$ cat config.mk
export PLATFORM = sky130hd
export DESIGN_NAME = id_ex_stage_flat
export DESIGN_NICKNAME = d
export VERILOG_FILES = /design/src/rtl/id_ex_stage_if.sv /design/src/rtl/id_ex_stage.sv /design/src/flat_wrapper.sv
export SDC_FILE = /design/constraint.sdc
export NUM_CORES = 1
export LEC_CHECK = 0
export CAP_MARGIN = 15
export CORE_MARGIN = 1.5
export CORE_UTILIZATION = 30
export CTS_BUF_LIST = sky130_fd_sc_hd__clkbuf_4
export DETAILED_ROUTE_END_ITERATION = 7
export PLACE_DENSITY = 0.73
export SYNTH_ARGS = -nofsm -noshare
export SYNTH_HDL_FRONTEND = slang
export SYNTH_SLANG_ARGS = --single-unit
$ cat constraint.sdc
create_clock -name clock -period 1.9 [get_ports clock]
set_clock_uncertainty 0.2 [all_clocks]
set_input_delay 0.19 -clock clock [delete_from_list [all_inputs] [get_ports clock]]
set_output_delay 0.19 -clock clock [all_outputs]
set_load 0.005 [all_outputs]
$ cat src/rtl/id_ex_stage_if.sv
// ID/EX pipeline bus: ID-side inputs, forwarding sources and registered EX-side outputs.
interface id_ex_stage_if #(
   parameter int DW = 32
);
   logic          dvalid;
   logic [31:0]   dinst;
   logic [DW-1:0] da;
   logic [DW-1:0] db;
   logic          stall;
   logic          flush;
   logic          mwreg;
   logic [4:0]    mrn;
   logic [DW-1:0] malu;
   logic          wwreg;
   logic [4:0]    wrn;
   logic [DW-1:0] wdata;
   logic [3:0]    EALUC;
   logic [DW-1:0] EXA;
   logic [DW-1:0] EXB;
   logic          ewreg;
   logic [4:0]    ern;
   logic          evalid;
   logic          ebad;

   modport master (
      output dvalid, dinst, da, db, stall, flush,
      output mwreg, mrn, malu, wwreg, wrn, wdata,
      input  EALUC, EXA, EXB, ewreg, ern, evalid, ebad
   );

   modport slave (
      input  dvalid, dinst, da, db, stall, flush,
      input  mwreg, mrn, malu, wwreg, wrn, wdata,
      output EALUC, EXA, EXB, ewreg, ern, evalid, ebad
   );
endinterface

$ cat src/rtl/id_ex_stage.sv
// ID/EX pipeline register with MIPS-style decode; operand forwarding from
// EX/MEM and MEM/WB is compiled in only when IDEX_FWD_EN is defined.
module id_ex_stage #(
   parameter int DW = 32
) (
   input logic          clock,
   input logic          resetn,
   id_ex_stage_if.slave bus
);
   logic [5:0]    w_op;
   logic [5:0]    w_funct;
   logic          w_rtype;
   logic          w_legal;
   logic          w_shift;
   logic          w_zext;
   logic          w_store;
   logic [3:0]    w_aluc;
   logic [DW-1:0] w_a;
   logic [DW-1:0] w_b;
   logic [DW-1:0] w_imm_s;
   logic [DW-1:0] w_imm_z;
   logic [DW-1:0] w_exa;
   logic [DW-1:0] w_exb;
   logic [4:0]    w_ern;
   logic          w_wreg;

   logic [3:0]    r_aluc;
   logic [DW-1:0] r_exa;
   logic [DW-1:0] r_exb;
   logic          r_wreg;
   logic [4:0]    r_ern;
   logic          r_valid;
   logic          r_bad;

   assign w_op    = bus.dinst[31:26];
   assign w_funct = bus.dinst[5:0];
   assign w_rtype = (w_op == 6'b000000);
   assign w_imm_s = {{(DW-16){bus.dinst[15]}}, bus.dinst[15:0]};
   assign w_imm_z = {{(DW-16){1'b0}}, bus.dinst[15:0]};

`ifdef IDEX_FWD_EN
   logic [4:0] w_rs;
   logic [4:0] w_rt;
   assign w_rs = bus.dinst[25:21];
   assign w_rt = bus.dinst[20:16];

   // EX/MEM result is younger than MEM/WB, so it takes precedence.
   always_comb begin
      w_a = bus.da;
      if (bus.mwreg && (bus.mrn != 5'd0) && (bus.mrn == w_rs))
         w_a = bus.malu;
      else if (bus.wwreg && (bus.wrn != 5'd0) && (bus.wrn == w_rs))
         w_a = bus.wdata;
   end

   always_comb begin
      w_b = bus.db;
      if (bus.mwreg && (bus.mrn != 5'd0) && (bus.mrn == w_rt))
         w_b = bus.malu;
      else if (bus.wwreg && (bus.wrn != 5'd0) && (bus.wrn == w_rt))
         w_b = bus.wdata;
   end
`else
   logic w_unused_fwd;
   assign w_a = bus.da;
   assign w_b = bus.db;
   assign w_unused_fwd = ^{bus.mwreg, bus.mrn, bus.malu, bus.wwreg, bus.wrn, bus.wdata};
`endif

   always_comb begin
      w_aluc  = 4'b0010;
      w_legal = 1'b0;
      w_shift = 1'b0;
      w_zext  = 1'b0;
      w_store = 1'b0;
      if (w_rtype) begin
         w_legal = 1'b1;
         case (w_funct)
            6'b100000: w_aluc = 4'b0010;
            6'b100001: w_aluc = 4'b0011;
            6'b100010: w_aluc = 4'b0110;
            6'b100011: w_aluc = 4'b1110;
            6'b100100: w_aluc = 4'b0000;
            6'b100101: w_aluc = 4'b0001;
            6'b100110: w_aluc = 4'b1100;
            6'b101010: w_aluc = 4'b0111;
            6'b101011: w_aluc = 4'b0101;
            6'b000000: begin w_aluc = 4'b1000; w_shift = 1'b1; end
            6'b000010: begin w_aluc = 4'b1001; w_shift = 1'b1; end
            default:   begin w_aluc = 4'b0010; w_legal = 1'b0; end
         endcase
      end else begin
         w_legal = 1'b1;
         case (w_op)
            6'b001000: w_aluc = 4'b0010;
            6'b001001: w_aluc = 4'b0011;
            6'b001010: w_aluc = 4'b0111;
            6'b001011: w_aluc = 4'b0101;
            6'b001100: begin w_aluc = 4'b0000; w_zext = 1'b1; end
            6'b001101: begin w_aluc = 4'b0001; w_zext = 1'b1; end
            6'b001110: begin w_aluc = 4'b1100; w_zext = 1'b1; end
            6'b001111: w_aluc = 4'b1111;
            6'b100011: w_aluc = 4'b0010;
            6'b101011: begin w_aluc = 4'b0010; w_store = 1'b1; end
            default:   begin w_aluc = 4'b0010; w_legal = 1'b0; end
         endcase
      end
   end

   // Illegal encodings fall back to the plain register-register operand pair.
   always_comb begin
      w_exa = w_a;
      w_exb = w_b;
      if (w_legal && w_rtype && w_shift) begin
         w_exa = w_b;
         w_exb = w_imm_s;
      end else if (w_legal && !w_rtype) begin
         w_exb = w_zext ? w_imm_z : w_imm_s;
      end
   end

   assign w_ern  = w_rtype ? bus.dinst[15:11] : bus.dinst[20:16];
   assign w_wreg = w_legal && !w_store && (w_ern != 5'd0);

   always_ff @(posedge clock) begin
      if (!resetn || bus.flush || (!bus.stall && !bus.dvalid)) begin
         r_aluc  <= 4'b0010;
         r_exa   <= '0;
         r_exb   <= '0;
         r_wreg  <= 1'b0;
         r_ern   <= 5'd0;
         r_valid <= 1'b0;
         r_bad   <= 1'b0;
      end else if (!bus.stall) begin
         r_aluc  <= w_aluc;
         r_exa   <= w_exa;
         r_exb   <= w_exb;
         r_wreg  <= w_wreg;
         r_ern   <= w_ern;
         r_valid <= 1'b1;
         r_bad   <= !w_legal;
      end
   end

   assign bus.EALUC  = r_aluc;
   assign bus.EXA    = r_exa;
   assign bus.EXB    = r_exb;
   assign bus.ewreg  = r_wreg;
   assign bus.ern    = r_ern;
   assign bus.evalid = r_valid;
   assign bus.ebad   = r_bad;
endmodule

$ cat src/flat_wrapper.sv
// flat-port wrapper written by rule: the top's interface ports become plain ports
module id_ex_stage_flat 
#(
   parameter int DW = 32
)
  (clock, resetn, bus_dvalid, bus_dinst, bus_da, bus_db, bus_stall, bus_flush, bus_mwreg, bus_mrn, bus_malu, bus_wwreg, bus_wrn, bus_wdata, bus_EALUC, bus_EXA, bus_EXB, bus_ewreg, bus_ern, bus_evalid, bus_ebad);
  id_ex_stage_if #(.DW(DW)) bus_i ();
  input logic clock;
  input logic resetn;
  input wire logic [$bits(bus_i.dvalid)-1:0] bus_dvalid;
  input wire logic [$bits(bus_i.dinst)-1:0] bus_dinst;
  input wire logic [$bits(bus_i.da)-1:0] bus_da;
  input wire logic [$bits(bus_i.db)-1:0] bus_db;
  input wire logic [$bits(bus_i.stall)-1:0] bus_stall;
  input wire logic [$bits(bus_i.flush)-1:0] bus_flush;
  input wire logic [$bits(bus_i.mwreg)-1:0] bus_mwreg;
  input wire logic [$bits(bus_i.mrn)-1:0] bus_mrn;
  input wire logic [$bits(bus_i.malu)-1:0] bus_malu;
  input wire logic [$bits(bus_i.wwreg)-1:0] bus_wwreg;
  input wire logic [$bits(bus_i.wrn)-1:0] bus_wrn;
  input wire logic [$bits(bus_i.wdata)-1:0] bus_wdata;
  output wire logic [$bits(bus_i.EALUC)-1:0] bus_EALUC;
  output wire logic [$bits(bus_i.EXA)-1:0] bus_EXA;
  output wire logic [$bits(bus_i.EXB)-1:0] bus_EXB;
  output wire logic [$bits(bus_i.ewreg)-1:0] bus_ewreg;
  output wire logic [$bits(bus_i.ern)-1:0] bus_ern;
  output wire logic [$bits(bus_i.evalid)-1:0] bus_evalid;
  output wire logic [$bits(bus_i.ebad)-1:0] bus_ebad;
  assign bus_i.dvalid = bus_dvalid;
  assign bus_i.dinst = bus_dinst;
  assign bus_i.da = bus_da;
  assign bus_i.db = bus_db;
  assign bus_i.stall = bus_stall;
  assign bus_i.flush = bus_flush;
  assign bus_i.mwreg = bus_mwreg;
  assign bus_i.mrn = bus_mrn;
  assign bus_i.malu = bus_malu;
  assign bus_i.wwreg = bus_wwreg;
  assign bus_i.wrn = bus_wrn;
  assign bus_i.wdata = bus_wdata;
  assign bus_EALUC = bus_i.EALUC;
  assign bus_EXA = bus_i.EXA;
  assign bus_EXB = bus_i.EXB;
  assign bus_ewreg = bus_i.ewreg;
  assign bus_ern = bus_i.ern;
  assign bus_evalid = bus_i.evalid;
  assign bus_ebad = bus_i.ebad;
  id_ex_stage #(.DW(DW)) u_core (.clock(clock), .resetn(resetn), .bus(bus_i));
endmodule
### Word level (Yosys, flattened, before mapping)

Cells that the tools add are included.

* multiplexer cells: 17
* reduce and logical (&&, ||, !) cells: 21
* equality and inequality tests: 20

Operators by type and width (number)
* $mux 32: 4
* $eq 6x6->1 const B: 11
* $eq 6x4->1 const B: 8
* $pmux 4 s10: 1
* $pmux 4 s7: 1
* $logic_not 6->1: 2
* $reduce_or 11->1: 1
* $reduce_or 10->1: 1
* $mux 1: 9
* $eq 6x2->1 const B: 1
* $logic_and 1x1->1: 6
* $logic_not 1->1: 6
* $mux 5: 1
* $reduce_bool 5->1: 1
* $mux 4: 1
* $reduce_or 3->1: 1
* $logic_or 1x1->1: 2
* $reduce_or 2->1: 1

* input bits: 177
* logic and storage cells: 65
* register bits: 76
* output and inout bits: 76

### Depth between registers and ports, before layout

Gate-level depths: netlist of run 1.

* depth in word-level cells: 7
* mapped depth: 8
* depth with buffers taken out: 5

### Worst setup path after synthesis of run 1

No wires, ideal clock.

* path kind: input to register
* start point: in bus_dinst[2]
* end point: reg u_core.r_exa[1], in the netlist u_core.bus.EXA[1]
* stages on the path: 8
* slack: 0.050 ns
* path buffers: 3
* arrival: 1.510 ns
* required time: 1.559 ns
* library setup time: 0.141 ns
* path through: buf_4 nor4_1 and4b_1 buf_6 buf_8 mux2_1 nand2_1 a21oi_2

* longest elaborated chain between the ends: 7
* elaborated cells between the ends (all ways): 20
* classes of those cells: 10 x eq/ne; 5 x mux; 5 x reduce/logical

Ends and longest elaborated chain
* from (decl): line flat_wrapper.sv:11 `input wire logic [$bits(bus_i.dinst)-1:0] bus_dinst;`
* $eq 6x6->1 (tied with other cells): line id_ex_stage.sv:78 `case (w_funct)`
* $reduce_or 11->1 (no source line)
* $mux 1: line id_ex_stage.sv:78
* $mux 1: line id_ex_stage.sv:76 `if (w_rtype) begin`
* $logic_and 1x1->1: line id_ex_stage.sv:114 `if (w_legal && w_rtype && w_shift) begin`
* $logic_and 1x1->1 (*): line id_ex_stage.sv:114
* $mux 32 (*): line id_ex_stage.sv:114
* to (signal assigned): line id_ex_stage.sv:136 `r_exa <= w_exa;`
* to (decl): line id_ex_stage.sv:28 `logic [DW-1:0] r_exa;`

Every way passes the cells marked *; elsewhere a longest branch is shown, timed or not.
A chain may end at the register's enable or synchronous reset.

### Worst setup path after layout of run 1

* start point: in bus_dinst[0]
* end point: reg u_core.r_exa[31], in the netlist u_core.bus.EXA[31]

The elaborated chain is that of the path after synthesis.

==> qor.yml, run 1 <==
run_status: "finished, final reports clean"
grt-busiest-layer: "met2"
filler_cell_count: 1103
gp_congestion: 0.860
synth-xor-area-share: 0.00717
synth_cell_type_count: 45
remaining_number_of_nets_flagged_by_the_antenna_check_after_routing: 0
drt_pass1_iterations: 4
register_bit_count_reported_by_yosys: 76
internal_power_mw: 2.59
cts_made_buffers: 9
clkLatencyLatePin_ns: 0.40
fin_total_pwr_mw: 3.49
syn-instance-count: 439
p_sw_frac: 0.257
yosysWarnings: 0
met2_usage: 0.331
hold_path_end: "u_core.bus.EXA[11]$_SDFFE_PP0N_"
mappedNetlistArea_sq_um: 3660
hold_viol: 0
maximum_number_of_pins_on_one_net_before_global_route_repair: 46
worst_setup_hold_path_clk_slew_ns: 0.12
timing.critical_path.to_type: "flop"
post_drt_via_cell_ratio: 4.94
dieWidth_microns: 113
critical_path_arrival_ns: 1.96
timing_worst_slew_pin_value_ns: 0.387
floorplan.io_pins: 253
wire_per_inst_microns: 15.4
hold_path.startpoint: "bus_stall"
main_combinational_cell_family_by_area_after_synthesis: "compound AO/OA/AOI/OAI gates"
final_nets: 805
timing.setup.critical_path_class: "primary input to flop"
seq_power_share: 0.480
port_buffers: 171
grt_setup_unrepaired: "false"
cts.htree.levels: 3
ctsHoldBuffers: 0
layout_worst_path_cycle_share: 0.983
cp-start-kind: "primary input"
powerDensity_nw_per_um2: 587
grt_first_pass_wirelength_mm: 18.9
final_period_minus_worst_setup_slack_ns: 1.87
clkSinkCount: 76
setup-violations-final: 0
worstReg2RegEnd: "u_core.bus.ern[4]$_SDFFE_PP0N_"
grt_use_met3: 0.0579
yosys.area_share.simple: 0.170
initial_utilization: 0.306
gr-usage-all-layers: 0.183
pre_cts_ws_ns: -0.523
mappedNetlistNets: 616
standard_cell_row_count: 40
num_vias: 3847
combinationalPowerShare: 0.204
drc_errors: 0
worst_ir_drop_vdd_mv: 0.339
synth-compound-area-share: 0.204
postLayoutSetupSlackWorst_ns: 0.0318
yosysSeqAreaShare: 0.415
switchingPower_uw: 895
cts_tree: "built"
synth_mux_area_frac: 0.137
max_freq_mhz: 535
finalWirelength_mm: 12.0
synth_area_per_cell_sq_um: 8.34
power_frac_clock: 0.317
min_delay_worst_type: "primary input to flop"
detailedRoute.firstIterationViolations: 179
crit_fanout: 12
worst_relative_slew_slack: 0.736
die_area_sq_um: 12900
antenna_violations_before_repair: 0
timing.hold.worst_path_depth: 4
worst-r2r-setup-slack_ns: 0.98
cts_root_buf: "sky130_fd_sc_hd__clkbuf_4"
pins_over_slew_limit: 0
grt_pass1_vias: 3965
number_of_maximum_capacitance_violations: 0
crit-reg2reg-launch: "u_core.bus.ern[4]$_SDFFE_PP0N_"
global_route.usage.met1: 0.202
cts_buffer_depth: 2
r2r_cells: 2
static-leakage-power_nw: 2.29
diodes: 0
overflow: 0
design.core.area_sq_um: 12000
synth_adder_area_share: 0
detailed_place_hpwl_mm: 9.04
die_h_microns: 113
areaGrowthSynthToFinish_pct: 62.1
critical_path_required_ns: 1.99
share_of_cells_above_drive_strength_1: 0.125
[cells by family (layout without fill, tap and decap cells)]
| kind of cell | Yosys count | in the layout |
|---|---|---|
| xor+xnor | 3 | 3 |
| compound gates | 130 | 130 |
| flops | 76 | 76 |
| simple gates | 143 | 143 |
| buf+inv | 41 | 234 |
| mux | 46 | 46 |
[worst max path at each step]
stage	start	endpoint	slack [ns]
floorplan	bus_dinst[2]	u_core.bus.EXA[1]$_SDFFE_PP0N_	0.05
global placement	bus_dinst[31]	u_core.bus.EXB[7]$_SDFFE_PP0N_	-0.48
detailed placement	bus_dinst[31]	u_core.bus.EXB[18]$_SDFFE_PP0N_	-0.52
CTS	bus_dinst[0]	u_core.bus.EXB[18]$_SDFFE_PP0N_	0.03
global route	bus_dinst[0]	u_core.bus.EXA[23]$_SDFFE_PP0N_	0.0006
finish	bus_dinst[0]	u_core.bus.EXA[31]$_SDFFE_PP0N_	0.03
[cell usage in the layout, fill, tap and decap left out, drive strengths merged, types with 3 or more instances in the layout]
| master | count |
|---|---|
| mux2i | 14 |
| o21ai | 40 |
| nor3 | 10 |
| clkinv | 3 |
| clkdlybuf4s50 | 170 |
| buf | 45 |
| a21oi | 70 |
| clkbuf | 9 |
| inv | 4 |
| nand2 | 103 |
| nor4 | 3 |
| nor2 | 12 |
| a311oi | 5 |
| dfxtp | 76 |
| mux2 | 32 |
| a31oi | 3 |
[power groups by stage]
stage,Sequential (mW),Combinational (mW),Clock [mW]
after floorplan,1.71,0.251,0
after global placement,1.71,0.683,0
after detailed placement,1.71,0.696,0
after CTS,1.67,0.709,1.16
after global routing,1.68,0.768,1.23
final,1.67,0.710,1.10
[synth_stat cells (all sizes together)]
library cell	count	share of area
nand2	103	0.11
dfxtp	76	0.42
a21oi	70	0.10
o21ai	40	0.055
mux2	32	0.098
clkbuf	20	0.020
buf	17	0.042
mux2i	14	0.038
nor2	12	0.014
nor3	10	0.016
a311oi	5	0.012
a31oi	3	0.0051
inv	3	0.0031
nor4	3	0.0051
nand2b	2	0.0034
nand3	2	0.0027
nand4b	2	0.0048
nor3b	2	0.0041
o211ai	2	0.0041
o31ai	2	0.0041
or4	2	0.0041
xor2	2	0.0048
a2111oi	1	0.0024
a211o	1	0.0024
a211oi	1	0.0021
a32o	1	0.0027
and2	1	0.0017
and3	1	0.0017
and4b	1	0.0027
clkinv	1	0.0010
nand4	1	0.0017
nor2b	1	0.0017
o211a	1	0.0027
o21a	1	0.0021
o2bb2ai	1	0.0024
o311a	1	0.0031
xnor2	1	0.0024
[flip-flops by register name, summed over array words and instances, names as in the netlist]
name,flops
u_core.bus.ebad,1
u_core.bus.EALUC,4
u_core.bus.ewreg,1
u_core.bus.evalid,1
u_core.bus.EXB,32
u_core.bus.ern,5
u_core.bus.EXA,32
[layout make-up]
| class | count | area, sq um | area share |
|---|---|---|---|
| Timing Repair Buffer | 215 | 2140 | 0.361 |
| Multi-Input combinational cell | 322 | 1910 | 0.322 |
| Sequential cell | 76 | 1520 | 0.256 |
| Tap cell | 147 | 184 | 0.0310 |
| Clock inverter | 6 | 90.1 | 0.0152 |
| Clock buffer | 9 | 67.6 | 0.0114 |
| Inverter | 4 | 15.0 | 0.00253 |
[through the flow]
step | instance area (sq um) | hold WS, ns | util | TNS, ns | std cells
floorplan | 3660 | 0.129 | - | 0 | 439
global placement | 5710 | 0.244 | 0.477 | -27.73 | 761
detailed placement | 5710 | 0.251 | 0.477 | -30.36 | 761
CTS | 5920 | 0.00543 | 0.495 | 0 | 779
global route | 5940 | 0.0211 | 0.496 | 0 | 779
finish | 5940 | 0.0511 | 0.496 | 0 | 779
[critical path, cell delays in order]
cell and delay (ns):
sky130_fd_sc_hd__clkdlybuf4s50_1 0.45, sky130_fd_sc_hd__nor4_2 0.30, sky130_fd_sc_hd__and4b_2 0.35, sky130_fd_sc_hd__buf_8 0.18, sky130_fd_sc_hd__mux2_1 0.34, sky130_fd_sc_hd__nand2_1 0.08, sky130_fd_sc_hd__a21oi_1 0.07
[metal layers]
metal,vias to the layer above,wire length [microns],share of wire
li1,1903,-,-
met5,-,0,0
met2,150,5980,0.50
met4,0,235,0.020
met3,21,862,0.072
met1,1773,4910,0.41
[timing repair]
| item | in CTS | in global routing |
|---|---|---|
| pin swaps | 2 | 1 |
| setup endpoints to repair | 37 | 34 |
| resized for setup | 1 | 3 |
| buffers inserted | 3 | 0 |
Power figures use the tool's default switching activity.
==> run 2, diff against run 1 <==
--- a/config.mk
+++ b/config.mk
@@ -6,6 +6,7 @@
 export NUM_CORES = 1
 export LEC_CHECK = 0
 export CAP_MARGIN = 15
+export CORE_ASPECT_RATIO = 0.5
 export CORE_MARGIN = 1.5
 export CORE_UTILIZATION = 30
 export CTS_BUF_LIST = sky130_fd_sc_hd__clkbuf_4
==> run 2 against run 1 <==
Flip-flop and latch count unchanged. Setup slack improved by 0.056 ns. Count of clock-buffer cells in the layout increased by 1. Clock power decreased by 11%. Die area increased by 0.32%. Sequential share of layout area about the same. Global-route usage increased by 0.10 points. Via count decreased by 0.91%. First-iteration DRC count increased by 24%. Total power decreased by 3.6%. Routed wire length decreased by 0.42%. Largest cell class unchanged. Largest power group unchanged. Highest routed layer unchanged.
==> qor.yml, run 2 (synthesized netlist as in run 1, its figures left out) <==
run_status: "finished, final reports clean"
clkLatencyLatePin_ns: 0.42
antenna_violations_before_repair: 0
timing.critical_path.to_type: "flop"
number_of_maximum_capacitance_violations: 0
cts_root_buf: "sky130_fd_sc_hd__clkbuf_4"
gr-usage-all-layers: 0.184
cts_resized: 0
routed-wl-met3_microns: 510
num_vias: 3812
routed_wl_met2_mm: 5.65
static-leakage-power_nw: 2.29
layout.core_utilization: 0.501
min_delay_worst_type: "primary input to flop"
postLayoutSetupSlackWorst_ns: 0.0876
hold_viol: 0
met1_length_mm: 5.26
wire_per_inst_microns: 14.9
maximum_number_of_pins_on_one_net_before_global_route_repair: 61
crit_fanout: 24
layout.cells.non_filler: 802
setup-violations-final: 0
highest_layer_used_for_signal_routing: "met4"
cp-start-kind: "primary input"
overflow: 0
gp_congestion: 0.831
cts_buffer_depth: 2
powerDensity_nw_per_um2: 566
drt_pass1_iterations: 4
die_area_sq_um: 12900
standard_cell_row_count: 28
layout_worst_path_cycle_share: 0.954
cts_tree: "built"
ctsHoldBuffers: 0
final_period_minus_worst_setup_slack_ns: 1.81
slowest_stage: "sky130_fd_sc_hd__clkdlybuf4s50_1"
filler_cell_count: 1144
initial_utilization: 0.309
grt_first_pass_wirelength_mm: 18.8
cts_setup_buffers: 0
drc_errors: 0
port_buffers: 171
dieWidth_microns: 159
critical_path_required_ns: 2.03
worst_ir_drop_vdd_mv: 0.275
share_of_cells_above_drive_strength_1: 0.127
die_h_microns: 81.1
pins_over_slew_limit: 0
post_drt_via_cell_ratio: 4.75
diodes: 0
cts_made_buffers: 9
dpl-instance-area_sq_um: 5790
placed_cells: 786
final_cell_mix: "sky130_fd_sc_hd__clkdlybuf4s50_1, sky130_fd_sc_hd__nand2_1, sky130_fd_sc_hd__dfxtp_1"
worst_setup_hold_path_clk_slew_ns: 0.13
worstPathCellList: "clkdlybuf4s50_1, nor4_1, and4b_2, buf_12, mux2_1, nand2_1, a21oi_2"
floorplan.io_pins: 253
final_nets: 809
cts.htree.levels: 3
fin_total_pwr_mw: 3.36
timing_worst_slew_pin_value_ns: 0.436
clkSinkCount: 76
worst_relative_slew_slack: 0.709
remaining_number_of_nets_flagged_by_the_antenna_check_after_routing: 0
design_area_sq_um: 5930
max_freq_mhz: 552
areaGrowthSynthToFinish_pct: 62.0
critical_path_arrival_ns: 1.94
pre_cts_ws_ns: -0.380
final_common_cell: "sky130_fd_sc_hd__clkdlybuf4s50_1"
grt_setup_unrepaired: "false"
detailed_place_hpwl_mm: 9.01
design.core.area_sq_um: 11800
detailedRoute.firstIterationViolations: 222
finalWirelength_mm: 11.9
cp_slowest_stage_delay_ns: 0.42
grt_pass1_vias: 3728
timing.setup.critical_path_class: "primary input to flop"
-- run 2: changes by cell type in the layout (fill, tap and decap cells not counted), sizes merged --
cell	before	now
buf	45	48
bufinv	2	1
clkbuf	9	10
clkinv	3	4
clkdlybuf4s50	170	171
-- run 2: metal layers --
layer,global-route usage,up-vias
met1,0.223,1750
li1,-,1925
met3,0.0485,38
met5,0,-
met2,0.305,99
met4,0.100,0
-- run 2: final timing paths --
path | slack, ns | cells past startpoint | from | end
min | 0.12 | 3 | bus_db[22] | u_core.bus.EXB[22]$_SDFFE_PP0N_
min reg2reg | 0.27 | 2 | u_core.bus.EXA[29]$_SDFFE_PP0N_ | u_core.bus.EXA[29]$_SDFFE_PP0N_
max | 0.09 | 7 | bus_dinst[0] | u_core.bus.EXA[8]$_SDFFE_PP0N_
max reg2reg | 0.93 | 2 | u_core.bus.ern[2]$_SDFFE_PP0N_ | u_core.bus.ern[2]$_SDFFE_PP0N_
-- run 2: critical path, delay by kind of cell --
kind | cells | cell delay (ns)
AOI/OAI and AO/OA | 1 | 0.05
buffers and inverters | 2 | 0.62
muxes | 1 | 0.36
and+or+nand+nor | 3 | 0.70
-- run 2: through the flow --
step                      hold WS, ns  setup TNS, ns
after detailed placement        0.253         -20.76
after CTS                      0.0863              0
after global routing           0.0986              0
after floorplan                 0.129              0
final                           0.119              0
after global placement          0.245         -18.90
-- run 2: cell type report --
type,instances,area [sq um],area share
sequential,76,1520,0.256
clock inverter,6,55.1,0.00928
multi-input combinational,322,1910,0.322
inverter,4,15.0,0.00253
tap,165,206,0.0348
clock buffer,10,75.1,0.0127
timing repair buffer,219,2150,0.362
-- run 2: report_power, final --
| part | leakage (nW) | internal, mW | switching [mW] |
|---|---|---|---|
| clock network | 0.0712 | 0.403 | 0.581 |
| logic | 1.60 | 0.417 | 0.288 |
| registers | 0.619 | 1.64 | 0.0260 |
==> run 3, diff against run 2 <==
--- a/config.mk
+++ b/config.mk
@@ -5,9 +5,8 @@
 export SDC_FILE = /design/constraint.sdc
 export NUM_CORES = 1
 export LEC_CHECK = 0
-export CAP_MARGIN = 15
 export CORE_ASPECT_RATIO = 0.5
-export CORE_MARGIN = 1.5
+export CORE_MARGIN = 2
 export CORE_UTILIZATION = 30
 export CTS_BUF_LIST = sky130_fd_sc_hd__clkbuf_4
 export DETAILED_ROUTE_END_ITERATION = 7
==> run 3 against run 2 <==
Combinational power decreased by 0.9%. Cell area about the same. Clock power up 16%. Global-route usage fell by 0.18 points. Via count grew 1.4%. Setup slack worse by 0.035 ns. Hold slack got worse by 0.015 ns. Routed wire length up 3.0%. Non-clock buffer count stayed put. Fmax shrank 1.9%. Die area grew 1.9%. Register-to-register slack better by 0.04 ns. Critical path type unchanged. Largest cell class unchanged. Highest routed layer unchanged.
==> qor.yml, run 3 (synthesized netlist as in run 1, its figures left out) <==
detailedRoute.firstIterationViolations: 217
crit_fanout: 16
timing_worst_slew_pin_value_ns: 0.456
final_period_minus_worst_setup_slack_ns: 1.85
share_of_cells_above_drive_strength_1: 0.127
cts_made_buffers: 9
cts_tree: "built"
critical_path_arrival_ns: 1.98
powerDensity_nw_per_um2: 592
layout_worst_path_cycle_share: 0.972
critical_path_required_ns: 2.04
met2_usage: 0.323
gp_congestion: 0.836
maximum_number_of_pins_on_one_net_before_global_route_repair: 55
timing.critical_path.to_type: "flop"
worstPathCellList: "clkdlybuf4s50_1, buf_4, nand4b_1, a21oi_1, nor2_4, buf_12, buf_4, nand2_1, a21oi_1"
grt_pass1_vias: 3722
min_delay_worst_type: "primary input to flop"
power_frac_clock: 0.324
pins_over_slew_limit: 0
cts.htree.levels: 3
antenna_violations_before_repair: 0
worst_relative_slew_slack: 0.696
remaining_number_of_nets_flagged_by_the_antenna_check_after_routing: 0
number_of_maximum_capacitance_violations: 0
post_drt_via_cell_ratio: 4.82
seq_power_share: 0.476
critical-path-top-delay-family: "buffers and inverters"
worst_setup_hold_path_clk_slew_ns: 0.13
initial_utilization: 0.308
clkLatencyLatePin_ns: 0.44
diodes: 0
port_buffers: 171
clkSinkCount: 76
wire_per_inst_microns: 15.3
dieWidth_microns: 160
cts_root_buf: "sky130_fd_sc_hd__clkbuf_4"
overflow: 0
detailed_place_hpwl_mm: 9.49
finalWirelength_mm: 12.3
hold_ws_ns: 0.104
gr-usage-all-layers: 0.182
p_sw_frac: 0.264
max_freq_mhz: 541
die_h_microns: 82.1
global_route.usage.met1: 0.216
critPathBufInv: 4
run_status: "finished, final reports clean"
grt_setup_unrepaired: "false"
grt_use_met3: 0.0465
combinationalPowerShare: 0.199
areaGrowthSynthToFinish_pct: 62.0
final_common_cell: "sky130_fd_sc_hd__clkdlybuf4s50_1"
design.core.area_sq_um: 11900
num_vias: 3864
grt-busiest-layer: "met2"
setup-violations-final: 0
switchingPower_uw: 926
grt_first_pass_wirelength_mm: 18.8
die_area_sq_um: 13200
hold_viol: 0
final_cell_mix: "sky130_fd_sc_hd__clkdlybuf4s50_1, sky130_fd_sc_hd__nand2_1, sky130_fd_sc_hd__dfxtp_1"
cts_buffer_depth: 2
standard_cell_row_count: 28
static-leakage-power_nw: 2.29
internal_power_mw: 2.58
worst_ir_drop_vdd_mv: 0.271
cp-start-kind: "primary input"
slowest_stage: "sky130_fd_sc_hd__clkdlybuf4s50_1"
timing.setup.critical_path_class: "primary input to flop"
floorplan.io_pins: 253
drc_errors: 0
drt_pass1_iterations: 4
final_nets: 809
ctsHoldBuffers: 0
layout.core_utilization: 0.500
cp_slowest_stage_delay_ns: 0.45
-- run 3: worst paths after layout --
kind	cells after the start	startpoint	slack (ns)	endpoint
max	9	bus_dinst[28]	0.05	u_core.bus.EXB[25]$_SDFFE_PP0N_
min	3	bus_db[23]	0.10	u_core.bus.EXB[23]$_SDFFE_PP0N_
max reg2reg	2	u_core.bus.ern[4]$_SDFFE_PP0N_	0.97	u_core.bus.ern[4]$_SDFFE_PP0N_
min reg2reg	2	u_core.bus.EXA[9]$_SDFFE_PP0N_	0.26	u_core.bus.EXA[9]$_SDFFE_PP0N_
-- run 3: layout make-up --
cell class,instances,area (sq um)
Clock buffer,9,67.6
Clock inverter,7,90.1
Inverter,4,15.0
Sequential cell,76,1520
Fill cell,1085,5940
Tap cell,165,206
Multi-Input combinational cell,322,1900
Timing Repair Buffer,219,2130
-- run 3: metrics by stage --
| step | instance area (sq um) | total power [mW] | TNS (ns) | std cells | setup WS (ns) |
|---|---|---|---|---|---|
| finish | 5930 | 3.51 | 0 | 802 | 0.0528 |
| global route | 5930 | 3.67 | 0 | 802 | 0.00651 |
| CTS | 5930 | 3.54 | 0 | 802 | 0.103 |
| detailed placement | 5770 | 2.41 | -20.95 | 786 | -0.390 |
| global placement | 5770 | 2.40 | -19.43 | 786 | -0.358 |
| floorplan | 3660 | 1.96 | 0 | 439 | 0.0497 |
-- run 3: per-layer routing --
| layer | wire length [microns] | vias to the layer above |
|---|---|---|
| met5 | 0 | - |
| met4 | 383 | 0 |
| met3 | 620 | 28 |
| met2 | 6010 | 114 |
| met1 | 5290 | 1804 |
| li1 | - | 1918 |
-- run 3: worst reg2reg max path, cell delays in order (launching register included) --
cell	delay [ns]
sky130_fd_sc_hd__dfxtp_1	0.37
sky130_fd_sc_hd__nor2_1	0.05
sky130_fd_sc_hd__a311oi_1	0.23
-- run 3: power groups by stage --
| stage | Combinational [mW] | Clock, mW | Sequential (mW) |
|---|---|---|---|
| floorplan | 0.251 | 0 | 1.71 |
| global placement | 0.690 | 0 | 1.71 |
| detailed placement | 0.699 | 0 | 1.71 |
| CTS | 0.702 | 1.16 | 1.67 |
| global route | 0.760 | 1.23 | 1.68 |
| finish | 0.699 | 1.14 | 1.67 |
-- run 3: repair_timing --
item | CTS | global route
setup endpoints to repair | 0 | 1
setup buffers | 0 | 0
resized for setup | 0 | 1
==> patch: new RTL, config.mk and constraints of run 2 <==
Add a define of `IDEX_FWD_EN`.
--- a/src/rtl/id_ex_stage.sv
+++ b/src/rtl/id_ex_stage.sv
@@ -1,5 +1,7 @@
 // ID/EX pipeline register with MIPS-style decode; operand forwarding from
 // EX/MEM and MEM/WB is compiled in only when IDEX_FWD_EN is defined.
+`define IDEX_FWD_EN
+
 module id_ex_stage #(
    parameter int DW = 32
 ) (
Check against the original RTL: not equivalent (Yosys sat finds a counterexample within 4 cycles, from zero or initial values).
==> patch against run 2 <==
  * The flow now finishes with violations (negative setup slack)
  * Total power rose by 27%
  * Synthesized area increased by 38%
  * Final area is 63% higher
  * Final cell count up 49%
  * Sequential cell count stayed put
  * Die area rose by 37%
  * Non-clock buffer count is 149 higher
  * Wire length rose by 110%
  * Synthesized cell count increased by 46%
  * Global-route usage grew 8.3 points
  * Worst setup slack lost 0.12 ns
  * Highest routed layer unchanged
==> patch: results (changes against run 2) <==
| Metric | Value |
|---|---|
| Outcome | `complete, but fails checks (was completed)` |
| Failing checks | `negative setup slack` |
| Post-Route WL | `25100 um (was 11900 um)` |
| Antenna Cells | `0 (unchanged)` |
| Synth area leaders | `dfxtp_1 30%, a21oi_1 6.6%, mux2i_1 6.5%, a311o_1 6.3%, o21ai_0 5.0% (was dfxtp_1 42%, nand2_1 11%, mux2_1 8.6%, a21oi_1 8.5%, o21ai_0 5.5%)` |
| Seq/Total Area, Yosys | `0.300 (was 0.415)` |
| Dpl cell area | `8440 um^2 (was 5790 um^2)` |
| Netlist cell types | `53 (was 45)` |
| GP Congestion | `0.918 (was 0.831)` |
| Crit path max fanout | `8 (was 24)` |
| Vias per cell | `5.71 (was 4.75)` |
| Synth Net Count | `819 (was 616)` |
| Setup ws final | `-0.0367 ns (was 0.0876 ns)` |
| Most frequent cells after synthesis | `76 x dfxtp_1, 67 x a21oi_1, 61 x nand2_1 (was 103 x nand2_1, 76 x dfxtp_1, 62 x a21oi_1)` |
| Detailed-placement wirelength estimate | `16000 um (was 9010 um)` |
| Pleak | `3.72 nW (was 2.29 nW)` |
| Clk_lat worst skew | `0.45 ns (was 0.42 ns)` |
| Setup Slack @ Placement | `-0.852 ns (was -0.380 ns)` |
| Root Driver | `clkbuf_4 (unchanged)` |
| CP delay by family, top | `simple AND/OR/NAND/NOR gates (unchanged)` |
| GRT Total Usage | `0.267 (was 0.184)` |
| Share of cells above drive strength 1 | `0.240 (was 0.127)` |
| Vias in the first global route | `6728 (was 3728)` |
| Max VDD drop | `306 uV (was 275 uV)` |
| Worst-margin pin slew | `0.513 ns (was 0.436 ns)` |
| Worst EP arrival | `2.12 ns (was 1.94 ns)` |
| Total number of vias | `6828 (was 3812)` |
| Slowest-stage cell, CP | `or4_4 (was clkdlybuf4s50_1)` |
| Port bufs | `252 (was 171)` |
| Cells after Synth | `642 (was 439)` |
| Largest net degree at the start of global routing | `53 (was 61)` |
| Nets | `1141 (was 809)` |
| Iter 0 DRT Violations | `622 (was 222)` |
| First-pass GRT wire length | `36900 um (was 18800 um)` |
| Final setup vio count | `5 (was 0)` |
| DRT Pass-1 Iters | `5 (was 4)` |
| Fin Setup TNS | `-0.0730 ns (was 0 ns)` |
| Post-route ant nets | `0 (unchanged)` |
| CP peak stage delay | `0.56 ns (was 0.42 ns)` |
## patch: worst paths after layout
kind	from	end	slack, ns	cells after the start
worst min-delay path	bus_dinst[0]	u_core.bus.EXB[0]	0.07	4
worst max register to register	u_core.bus.EXB[16]	u_core.bus.EXB[16]	0.85	2
worst min register to register	u_core.bus.evalid	u_core.bus.evalid	0.27	1
worst max-delay path	bus_mrn[1]	u_core.bus.EXB[12]	-0.04	9
## patch: report_power, final
group	internal [W]	leakage, nW	total, W	switching, W
sequential	0.00165	0.619	0.00168	0.0000335
clock	0.000548	0.0826	0.00120	0.000650
combinational	0.000786	3.02	0.00138	0.000597
total	0.00298	3.72	0.00426	0.00128
## patch: stage by stage
step	utilization	hold WS (ns)
final	0.588	0.0661
after global routing	0.588	0.0319
after CTS	0.574	0.145
after detailed placement	0.513	0.245
after global placement	0.513	0.239
after floorplan	-	0.166
## patch: worst reg2reg max path: cells and delay by family, from the launching register on
family | cells | cell delay (ns)
AOI/OAI and AO/OA | 1 | 0.27
DFF | 1 | 0.41
buffers and inverters | 1 | 0.09
## patch: kinds of logic (layout without fill, tap and decap cells)
family | after synthesis | in the layout | synth area share
mux | 34 | 34 | 0.0674
simple gates | 163 | 164 | 0.149
compound gates | 269 | 269 | 0.377
xor+xnor | 22 | 22 | 0.0380
buf+inv | 78 | 404 | 0.0684
flops | 76 | 76 | 0.300
## patch: what timing repair did
item	4_1_cts	5_1_grt
hold buffers	1	0
gates resized for setup	103	40
gates cloned	10	3
pin swaps	49	32
endpoints found under the setup margin	64	64
endpoints found under the hold margin	2	0
buffers inserted	26	5
## patch: metal layers
metal  wire length, um  global-route usage  up-vias
met5                 0                   0        -
met4               854               0.112        0
met3              1970              0.0554       81
met2             12600               0.474      416
met1              9690               0.319     3252
li1                  -                   -     3079
## patch: final cells by class
| cell class | instances | area, um^2 |
|---|---|---|
| flip-flops and latches | 76 | 1520 |
| inverters | 20 | 75.1 |
| fillers | 1390 | 6770 |
| well taps | 227 | 284 |
| multi-input cells | 489 | 3700 |
| repair buffers | 368 | 3910 |
| clock buffers | 10 | 75.1 |
| clock inverters | 6 | 88.8 |
